## config.mk

```make
export PLATFORM = sky130hd
export DESIGN_NAME = beep_pattern_flat
export DESIGN_NICKNAME = d
export VERILOG_FILES = /design/src/rtl/beep_pkg.sv /design/src/rtl/beep_pattern_if.sv /design/src/rtl/beep_tick_gen.sv /design/src/rtl/beep_pattern.sv /design/src/flat_wrapper.sv
export SDC_FILE = /design/constraint.sdc
export NUM_CORES = 1
export LEC_CHECK = 0
export BUFFER_PORTS_ARGS = -buffer_cell sky130_fd_sc_hd__buf_2
export CAP_MARGIN = 30
export CORE_ASPECT_RATIO = 2
export CORE_MARGIN = 2
export CORE_UTILIZATION = 50
export CTS_BUF_LIST = sky130_fd_sc_hd__clkbuf_8
export CTS_CLUSTER_SIZE = 20
export DETAILED_ROUTE_END_ITERATION = 16
export PLACE_DENSITY = 0.69
export SLEW_MARGIN = 20
export SYNTH_ARGS = -nofsm -noshare
export SYNTH_HDL_FRONTEND = slang
export SYNTH_HIERARCHICAL = 1
export SYNTH_SLANG_ARGS = --single-unit
```

## constraint.sdc

```tcl
create_clock -name clk -period 6.84 [get_ports clk]
set_clock_uncertainty 0.2 [all_clocks]
set_input_delay 0.342 -clock clk [delete_from_list [all_inputs] [get_ports clk]]
set_output_delay 0.342 -clock clk [all_outputs]
set_load 0.02 [all_outputs]
```

## src/rtl/beep_pkg.sv

```systemverilog
// Shared types and constants for the beep pattern generator.
package beep_pkg;

  typedef enum logic [1:0] {
    IDLE = 2'd0,
    ON   = 2'd1,
    OFF  = 2'd2
  } beep_state_t;

  // Clock cycles per millisecond on the 50 MHz board clock.
  localparam int TICK_CYC_50MHZ = 50000;

endpackage

```

## src/rtl/beep_pattern_if.sv

```systemverilog
// Control/status bundle between sequencing logic and the beep pattern generator.
interface beep_pattern_if #(
  parameter int DIV_W = 16,
  parameter int MS_W  = 16,
  parameter int CNT_W = 4
);
  logic             start;
  logic             abort;
  logic [DIV_W-1:0] half_period;
  logic [MS_W-1:0]  on_ms;
  logic [MS_W-1:0]  off_ms;
  logic [CNT_W-1:0] count;
  logic             beep;
  logic             busy;
  logic             done;

  modport master (
    output start, abort, half_period, on_ms, off_ms, count,
    input  beep, busy, done
  );

  modport slave (
    input  start, abort, half_period, on_ms, off_ms, count,
    output beep, busy, done
  );
endinterface

```

## src/rtl/beep_tick_gen.sv

```systemverilog
// Millisecond prescaler: one-cycle tick every TICK_CYC clocks, restartable by clr.
module beep_tick_gen
  import beep_pkg::*;
#(
  parameter int TICK_CYC = TICK_CYC_50MHZ
) (
  input  logic clk,
  input  logic rst,
  input  logic clr,
  output logic tick
);

  localparam int PW = (TICK_CYC > 1) ? $clog2(TICK_CYC) : 1;
  localparam logic [PW-1:0] LAST = PW'(TICK_CYC - 1);

  logic [PW-1:0] presc_p0;

  always_ff @(posedge clk or negedge rst) begin
    if (!rst) begin
      presc_p0 <= '0;
    end else if (clr || presc_p0 == LAST) begin
      presc_p0 <= '0;
    end else begin
      presc_p0 <= presc_p0 + PW'(1);
    end
  end

  assign tick = (presc_p0 == LAST);

endmodule

```

## src/rtl/beep_pattern.sv

```systemverilog
// Buzzer burst generator: square-wave tone gated into N on/off beeps (N=0: until abort).
module beep_pattern
  import beep_pkg::*;
#(
  parameter int TICK_CYC = TICK_CYC_50MHZ,
  parameter int DIV_W    = 16,
  parameter int MS_W     = 16,
  parameter int CNT_W    = 4
) (
  input  logic    clk,
  input  logic    rst,
  beep_pattern_if.slave bus
);

  beep_state_t      state_p0;
  logic [DIV_W-1:0] hp_p0;
  logic [DIV_W-1:0] tone_p0;
  logic [MS_W-1:0]  on_dur_p0;
  logic [MS_W-1:0]  off_dur_p0;
  logic [MS_W-1:0]  ms_cnt_p0;
  logic [CNT_W-1:0] rem_p0;
  logic             cont_p0;
  logic             beep_p0;
  logic             busy_p0;
  logic             done_p0;

  logic tick;
  logic phase_end;
  logic presc_clr;

  // A zero duration would never match the ms counter, so it is run as 1 ms.
  function automatic logic [MS_W-1:0] clamp_ms(input logic [MS_W-1:0] ms);
    return (ms == '0) ? MS_W'(1) : ms;
  endfunction

  always_comb begin
    phase_end = 1'b0;
    if (tick) begin
      if (state_p0 == ON)
        phase_end = (ms_cnt_p0 == on_dur_p0 - MS_W'(1));
      else if (state_p0 == OFF)
        phase_end = (ms_cnt_p0 == off_dur_p0 - MS_W'(1));
    end
    presc_clr = (state_p0 == IDLE) || phase_end || bus.abort;
  end

  beep_tick_gen #(
    .TICK_CYC (TICK_CYC)
  ) u_tick (
    .clk  (clk),
    .rst  (rst),
    .clr  (presc_clr),
    .tick (tick)
  );

  always_ff @(posedge clk or negedge rst) begin
    if (!rst) begin
      state_p0   <= IDLE;
      hp_p0      <= '0;
      tone_p0    <= '0;
      on_dur_p0  <= '0;
      off_dur_p0 <= '0;
      ms_cnt_p0  <= '0;
      rem_p0     <= '0;
      cont_p0    <= 1'b0;
      beep_p0    <= 1'b0;
      busy_p0    <= 1'b0;
      done_p0    <= 1'b0;
    end else begin
      done_p0 <= 1'b0;
      if (bus.abort) begin
        state_p0  <= IDLE;
        beep_p0   <= 1'b0;
        busy_p0   <= 1'b0;
        tone_p0   <= '0;
        ms_cnt_p0 <= '0;
      end else begin
        case (state_p0)
          IDLE: begin
            if (bus.start) begin
              hp_p0      <= bus.half_period;
              on_dur_p0  <= clamp_ms(bus.on_ms);
              off_dur_p0 <= clamp_ms(bus.off_ms);
              rem_p0     <= bus.count;
              cont_p0    <= (bus.count == '0);
              tone_p0    <= '0;
              ms_cnt_p0  <= '0;
              beep_p0    <= 1'b0;
              busy_p0    <= 1'b1;
              state_p0   <= ON;
            end
          end
          ON: begin
            if (phase_end) begin
              // Leaving ON silences the pin regardless of tone phase.
              beep_p0   <= 1'b0;
              tone_p0   <= '0;
              ms_cnt_p0 <= '0;
              if (!cont_p0 && rem_p0 == CNT_W'(1)) begin
                state_p0 <= IDLE;
                busy_p0  <= 1'b0;
                done_p0  <= 1'b1;
              end else begin
                state_p0 <= OFF;
              end
            end else begin
              if (tick)
                ms_cnt_p0 <= ms_cnt_p0 + MS_W'(1);
              if (hp_p0 != '0) begin
                if (tone_p0 == hp_p0 - DIV_W'(1)) begin
                  tone_p0 <= '0;
                  beep_p0 <= ~beep_p0;
                end else begin
                  tone_p0 <= tone_p0 + DIV_W'(1);
                end
              end
            end
          end
          OFF: begin
            beep_p0 <= 1'b0;
            if (phase_end) begin
              state_p0  <= ON;
              ms_cnt_p0 <= '0;
              tone_p0   <= '0;
              if (!cont_p0)
                rem_p0 <= rem_p0 - CNT_W'(1);
            end else if (tick) begin
              ms_cnt_p0 <= ms_cnt_p0 + MS_W'(1);
            end
          end
          default: begin
            state_p0 <= IDLE;
            busy_p0  <= 1'b0;
            beep_p0  <= 1'b0;
          end
        endcase
      end
    end
  end

  assign bus.beep = beep_p0;
  assign bus.busy = busy_p0;
  assign bus.done = done_p0;

endmodule

```

## src/flat_wrapper.sv

```systemverilog
// flat-port wrapper written by rule: the top's interface ports become plain ports
module beep_pattern_flat import beep_pkg::*;
#(
  parameter int TICK_CYC = TICK_CYC_50MHZ,
  parameter int DIV_W    = 16,
  parameter int MS_W     = 16,
  parameter int CNT_W    = 4
)
  (clk, rst, bus_start, bus_abort, bus_half_period, bus_on_ms, bus_off_ms, bus_count, bus_beep, bus_busy, bus_done);
  beep_pattern_if #(.DIV_W(DIV_W), .MS_W(MS_W), .CNT_W(CNT_W)) bus_i ();
  input  logic clk;
  input  logic rst;
  input wire logic [$bits(bus_i.start)-1:0] bus_start;
  input wire logic [$bits(bus_i.abort)-1:0] bus_abort;
  input wire logic [$bits(bus_i.half_period)-1:0] bus_half_period;
  input wire logic [$bits(bus_i.on_ms)-1:0] bus_on_ms;
  input wire logic [$bits(bus_i.off_ms)-1:0] bus_off_ms;
  input wire logic [$bits(bus_i.count)-1:0] bus_count;
  output wire logic [$bits(bus_i.beep)-1:0] bus_beep;
  output wire logic [$bits(bus_i.busy)-1:0] bus_busy;
  output wire logic [$bits(bus_i.done)-1:0] bus_done;
  assign bus_i.start = bus_start;
  assign bus_i.abort = bus_abort;
  assign bus_i.half_period = bus_half_period;
  assign bus_i.on_ms = bus_on_ms;
  assign bus_i.off_ms = bus_off_ms;
  assign bus_i.count = bus_count;
  assign bus_beep = bus_i.beep;
  assign bus_busy = bus_i.busy;
  assign bus_done = bus_i.done;
  beep_pattern #(.TICK_CYC(TICK_CYC), .DIV_W(DIV_W), .MS_W(MS_W), .CNT_W(CNT_W)) u_core (.clk(clk), .rst(rst), .bus(bus_i));
endmodule
```

==> summary.md, run 1 <==
| Metric | Value |
|---|---|
| Initial Util | 51.0% |
| Final Setup Violations | 0 |
| Hold Crit Class | in2reg |
| Ports | 59 |
| Vias in the first global route | 6284 |
| GRT overflow | 0 |
| Outcome | completed |
| Post-synth top cells | dfrtp_1 (106), nand2_1 (62), nor2_1 (54) |
| Htree depth | 3 |
| CORE AREA | 0.0138 mm² |
| Slew @ Worst Pin | 0.783 ns |
| Net count after synthesis | 836 |
| Inserted Clock Buffers | 9 |
| Register area share after synthesis | 37.7% |
| Critical Path RT | 6.91 ns |
| Root buffer cell | clkbuf_8 |
| Via density | 5.92 |
| Number of synthesized flops with an enable pin | 0 |
| CP most frequent cell | nor4_1 |
| Synth cell types | 77 |
| Hpwl dp | 13500 µm |
| Initial drt markers | 236 |
| DR vias | 6090 |
| Setup CP Type | reg2reg |
| Startpoint type of the worst setup path | flip-flop |
| CTS tree | built |
| Top cells by area, synth | dfrtp_1 (38%), mux2_2 (7.7%), xnor2_1 (5.7%) |
| Count leader, synth | dfrtp_1 |
| Final #Nets | 903 |
| Routed Antenna Nets | 0 |
| Synth Register Bits | 106 |
| Dpl cells | 983 |
| Post-synth ARST share | 100% |
| Clock tree sinks | 106 |
| Num rows | 61 |
| Syn. warnings | 6 |
| Post-Syn Area | 0.00704 mm² |
| Drt drc | 0 |
| Layout Cells excl Fill | 1028 |
| Cell taking the most area after synthesis | dfrtp_1 |
| Layout cell share with drive strength beyond 1 | 18.6% |
| Fin. Hold Viols | 0 |
| Clk slew on worst S/H paths | 0.10 ns |
| Die Y | 172 µm |
| Synth top area share | 37.7% |
| Max Fclk | 223 MHz |
| Die ar. | 0.0151 mm² |
| Clk_lat worst skew | 0.38 ns |
| Clk buf depth | 2 |
| Post-route clock period utilization | 65.6% |
| Pre-Repair DR Iteration Count | 7 |
| Worst VDD drop | 0.190 mV |
| Gp weighted congestion | 0.917 |
| Avg Cell Area, Syn | 9.18 µm² |
| First-pass GRT wire length | 29400 µm |
| RSZ-0062 raised after global routing | no |
| Initial antenna violation count | 0 |
| Cells after Synth | 767 |
| Crit-path slowest cell | or4b_1 |
| P per Cell Area | 331 mW/mm² |
| DRT Wirelength | 18000 µm |
| Primary FF master, synth | dfrtp_1 |
| Die Wd | 87.9 µm |
| Worst EP arrival | 4.56 ns |
| Crit-path cells | or4b_1 -> nor4_2 -> nand2_1 -> or4_1 -> nor4_1 -> nand4_1 -> nor4_1 -> a211oi_2 -> nand4bb_2 -> o21ai_0 |
| Post-DR wirelength/cell | 17.5 µm |
| Relative slew slack | 47.8% |
| Endpoint class of the critical path | flip-flop |
| Gr usage total | 24.8% |
| Max FO, Critical Path | 15 |
| Port-buffer cells | 58 |
| Post-layout min period | 4.48 ns |
| # Post-CTS Setup Buffers | 0 |
| Max incr delay on CP | 0.58 ns |
| Leakage | 3.10 nW |
| Antenna diode instance count | 0 |
| P&R area growth vs syn | 12.6% |
| Largest net degree at the start of global routing | 63 |
| Overall Power | 2.62 mW |
| Max-cap viol count | 0 |
| Slew Viols, Final | 0 |
| Final design utilization | 57.4% |
| Fill cell count | 1236 |
| Setup TNS | 0 ns |
-- cell type report --
type                       instances  area (µm²)  area share, %
inverter                          39         146           1.85
clock buffer                      11         151           1.91
sequential                       106        2650           33.5
clock inverter                     5        38.8          0.489
tap                              189         236           2.98
multi-input combinational        584        4070           51.3
timing repair buffer              94         636           8.02
-- flip-flops by register name, summed over array words and instances, names as in the netlist --
| register | count |
|---|---|
| u_core/bus.done | 1 |
| u_core/bus.beep | 1 |
| u_core/state_p0 | 2 |
| u_core/off_dur_p0 | 16 |
| u_core/bus.busy | 1 |
| u_core/on_dur_p0 | 16 |
| u_core/rem_p0 | 4 |
| u_core/ms_cnt_p0 | 16 |
| u_core/hp_p0 | 16 |
| u_core/u_tick/presc_p0 | 16 |
| u_core/tone_p0 | 16 |
| u_core/cont_p0 | 1 |
-- placed cells by master, fill, tap and decap left out, drive strengths merged, types with 6 or more instances in the layout --
| master | synthesis | layout |
|---|---|---|
| mux2i | 11 | 11 |
| ha | 13 | 13 |
| o21ai | 22 | 22 |
| dfrtp | 106 | 106 |
| nand3 | 33 | 33 |
| buf | 8 | 65 |
| or4b | 6 | 6 |
| clkbuf | 30 | 11 |
| nor2 | 54 | 54 |
| or3 | 13 | 13 |
| nor3 | 27 | 27 |
| inv | 39 | 41 |
| or4 | 13 | 13 |
| nor2b | 7 | 7 |
| xor2 | 23 | 23 |
| o211ai | 7 | 7 |
| and3 | 16 | 16 |
| a31oi | 8 | 8 |
| dlygate4sd3 | 0 | 29 |
| nand4 | 14 | 14 |
| a21oi | 33 | 33 |
| a211oi | 15 | 15 |
| mux2 | 50 | 50 |
| nand2 | 63 | 63 |
| nor4 | 28 | 28 |
| o22ai | 17 | 17 |
| xnor2 | 46 | 46 |
| or2 | 8 | 8 |
| a311oi | 6 | 6 |
-- cells by family after synthesis --
group	after synthesis	synth area share (%)
AOI/OAI and AO/OA	133	12.5
DFF	106	37.7
muxes	61	9.66
and+or+nand+nor	308	24.6
xor gates and xnor gates	69	8.58
adders and majority gates	13	2.31
buffers and inverters	77	4.69
-- worst paths after layout --
check	start	end	slack (ns)	depth (start not counted)
worst max-delay path	u_core/u_tick/presc_p0[7]$_DFF_PN0_	u_core/tone_p0[0]$_DFFE_PN0P_	2.36	10
worst min-delay path	bus_on_ms[10]	u_core/on_dur_p0[10]$_DFFE_PN0P_	0.01	2
worst max register to register	u_core/u_tick/presc_p0[7]$_DFF_PN0_	u_core/tone_p0[0]$_DFFE_PN0P_	2.36	10
worst min register to register	u_core/u_tick/presc_p0[0]$_DFF_PN0_	u_core/u_tick/presc_p0[0]$_DFF_PN0_	0.32	1
max in group asynchronous	rst	u_core/u_tick/presc_p0[4]$_DFF_PN0_	4.93	3
min in group asynchronous	rst	u_core/on_dur_p0[15]$_DFFE_PN0P_	0.30	2
-- metal layers --
metal	track usage [%]	vias to the layer above	wire length, µm
met5	0	-	0
met4	15.5	0	1030
met3	2.83	68	427
met2	46.2	150	10200
met1	25.2	2943	6370
li1	-	2929	-
-- what timing repair did --
action	4_1_cts	5_1_grt
hold buffers	28	1
endpoints found under the hold margin	71	1
gates resized for setup	0	0
-- where the power goes --
group	internal [mW]	switching (mW)	leakage (nW)
Sequential	0.803	0.298	1.36
Combinational	0.546	0.595	1.64
Clock	0.155	0.225	0.101
Total	1.50	1.12	3.10
-- critical path, delay by kind of cell (launching register included) --
kind / cells / cell delay [ns]
AOI/OAI and AO/OA: 2 / 0.59
and+or+nand+nor: 8 / 3.15
DFF: 1 / 0.45
-- per-stage QoR --
step                cell area, µm²  setup WS, ns  hold slack (ns)
global placement              7430          2.42            0.178
finish                        7930          2.36           0.0128
global route                  7930          1.89          0.00325
floorplan                     7040          2.95           -0.154
detailed placement            7450          2.40            0.189
CTS                           7920          2.38         0.000652
(Power assumes the default switching activity.)
==> run 2: changes to the inputs <==
clock period = 4.2 ns   (was 6.84 ns; I/O delays follow)
==> summary.md, run 2 (synthesis results as in run 1) <==
| Metric | Value |
|---|---|
| Die Y | 172 µm (unchanged) |
| GRT overflow | 0 (unchanged) |
| Pre-Repair DR Iteration Count | 5 (was 7) |
| Outcome | completed (unchanged) |
| Slew Viols, Final | 0 (unchanged) |
| Sw Ratio | 43.1% (was 42.6%) |
| Clk buf depth | 2 (unchanged) |
| Critical Path RT | 4.29 ns (was 6.91 ns) |
| Switching pwr | 1.85 mW (was 1.12 mW) |
| Power share of the combinational group | 43.9% (was 43.5%) |
| Commonest non-fill, non-tap cells in the layout | dfrtp_1 (106), nand2_1 (62), buf_2 (57) (unchanged) |
| Htree depth | 3 (unchanged) |
| Worst VDD drop | 0.305 mV (was 0.190 mV) |
| Port-buffer cells | 58 (unchanged) |
| # Post-CTS Setup Buffers | 0 (unchanged) |
| Routed Antenna Nets | 0 (unchanged) |
| Pre-CTS setup slack | 0.266 ns (was 2.40 ns) |
| Setup CP Type | reg2reg (unchanged) |
| Initial Util | 51.0% (unchanged) |
| Relative slew slack | 46.7% (was 47.8%) |
| Root buffer cell | clkbuf_8 (unchanged) |
| Hpwl dp | 13700 µm (was 13500 µm) |
| Endpoint class of the critical path | flip-flop (unchanged) |
| Hold Crit Class | in2reg (unchanged) |
| Post-route clock period utilization | 93.7% (was 65.6%) |
| Inserted Clock Buffers | 9 (unchanged) |
| Initial antenna violation count | 0 (unchanged) |
| Num rows | 61 (unchanged) |
| Commonest non-fill, non-tap cell in the layout | dfrtp_1 (unchanged) |
| RSZ-0062 raised after global routing | no (unchanged) |
| First-pass GRT wire length | 30600 µm (was 29400 µm) |
| Clk_lat worst skew | 0.40 ns (was 0.38 ns) |
| Via density | 5.91 (was 5.92) |
| CTS tree | built (unchanged) |
| Reg power frac | 42.0% (about the same) |
| Gr usage total | 26.0% (was 24.8%) |
| DRT Wirelength | 18700 µm (was 18000 µm) |
| Final #Nets | 932 (was 903) |
| CORE AREA | 0.0138 mm² (unchanged) |
| Die Wd | 87.9 µm (unchanged) |
| Initial drt markers | 296 (was 236) |
| Sequential Area | 0.00265 mm² (unchanged) |
| Fill cell count | 1218 (was 1236) |
| Multi-input gate area | 0.00407 mm² (unchanged) |
| DR vias | 6245 (was 6090) |
| Largest net degree at the start of global routing | 43 (was 63) |
| Max-cap viol count | 0 (unchanged) |
| Power Internal | 2.44 mW (was 1.50 mW) |
| Drt drc | 0 (unchanged) |
| Startpoint type of the worst setup path | flip-flop (unchanged) |
| Gp weighted congestion | 0.881 (was 0.917) |
| Max Fclk | 254 MHz (was 223 MHz) |
| Power share of the clock group | 14.1% (was 14.5%) |
| Die ar. | 0.0151 mm² (unchanged) |
| P per Cell Area | 522 mW/mm² (was 331 mW/mm²) |
| Clk slew on worst S/H paths | 0.12 ns (was 0.10 ns) |
| Clock tree sinks | 106 (unchanged) |
| Ports | 59 (unchanged) |
| Final Setup Violations | 0 (unchanged) |
| Setup TNS | 0 ns (unchanged) |
| Antenna diode instance count | 0 (unchanged) |
| Leakage | 3.20 nW (was 3.10 nW) |
| Worst EP arrival | 4.03 ns (was 4.56 ns) |
| Post-layout min period | 3.93 ns (was 4.48 ns) |
| Vias in the first global route | 6401 (was 6284) |
| Slew @ Worst Pin | 0.792 ns (was 0.783 ns) |
| P&R area growth vs syn | 16.4% (was 12.6%) |
| PnR worst setup slack | 0.265 ns (was 2.36 ns) |
| Max FO, Critical Path | 15 (unchanged) |
| Fin. Hold Viols | 0 (unchanged) |
| Post-DR wirelength/cell | 17.7 µm (was 17.5 µm) |
| Layout cell share with drive strength beyond 1 | 18.7% (was 18.6%) |
run 2: cell count changes in the layout (fill, tap and decap cells not counted), sizes merged:
cell,previous run,this run
clkinv,3,2
clkbuf,11,9
dlygate4sd3,29,54
clkinvlp,0,3
buf,65,69
run 2: path summary, 6_finish.rpt:
check / startpoint / to / slack [ns] / cells past startpoint
hold / removal: bus_abort / u_core/bus.busy$_DFFE_PN0P_ / 0.05 / 2
max in group asynchronous: rst / u_core/rem_p0[2]$_DFFE_PN0P_ / 2.63 / 3
setup reg to reg: u_core/u_tick/presc_p0[11]$_DFF_PN0_ / u_core/tone_p0[13]$_DFFE_PN0P_ / 0.27 / 11
hold reg to reg: u_core/u_tick/presc_p0[0]$_DFF_PN0_ / u_core/u_tick/presc_p0[0]$_DFF_PN0_ / 0.31 / 1
setup / recovery: u_core/u_tick/presc_p0[11]$_DFF_PN0_ / u_core/tone_p0[13]$_DFFE_PN0P_ / 0.27 / 11
min in group asynchronous: rst / u_core/on_dur_p0[13]$_DFFE_PN0P_ / 0.15 / 2
run 2: per-stage QoR:
stage	hold WS (ns)	util, %	instances	power, mW	instance area (µm²)
after floorplan	-0.286	-	767	3.16	7040
after global placement	0.0475	54.1	987	3.54	7480
after detailed placement	0.0547	54.1	987	3.64	7480
after CTS	0.0427	59.3	1057	4.30	8200
after global routing	0.0569	59.3	1057	4.60	8200
final	0.0531	59.3	1057	4.28	8200
run 2: layout make-up:
type	count	area share (%)
tap	189	2.89
clock buffer	9	1.51
multi-input combinational	584	49.6
inverter	39	1.79
sequential	106	32.4
timing repair buffer	123	11.2
clock inverter	7	0.656
run 2: critical path, cell delays in order, from the launching register on:
cell and delay [ns]:
dfrtp_1 0.41, or4b_1 0.58, nor4_2 0.33, nand2_1 0.09, or4_1 0.51, nor4_1 0.27
nand4_1 0.12, nor4_1 0.21, buf_4 0.18, a211oi_2 0.08, nand4bb_2 0.56, o22ai_1 0.30
run 2: power by group through the flow:
stage,clock network (mW),logic (mW),registers (mW)
after floorplan,0,1.55,1.61
after global placement,0,1.75,1.79
after detailed placement,0,1.83,1.81
after CTS,0.626,1.88,1.79
after global routing,0.668,2.08,1.85
final,0.603,1.88,1.80
run 2: routing by layer:
metal	global-route usage, %	up-vias	part of all wire, %
met5	0	-	0
met4	15.6	0	5.2
met3	3.31	61	2.3
met2	48.3	143	57
met1	26.8	3053	36
li1	-	2988	-
run 2: what timing repair did:
item,CTS,global route
gates resized for setup,0,1
endpoints found under the hold margin,92,0
hold buffers,54,0
setup endpoints to repair,0,1
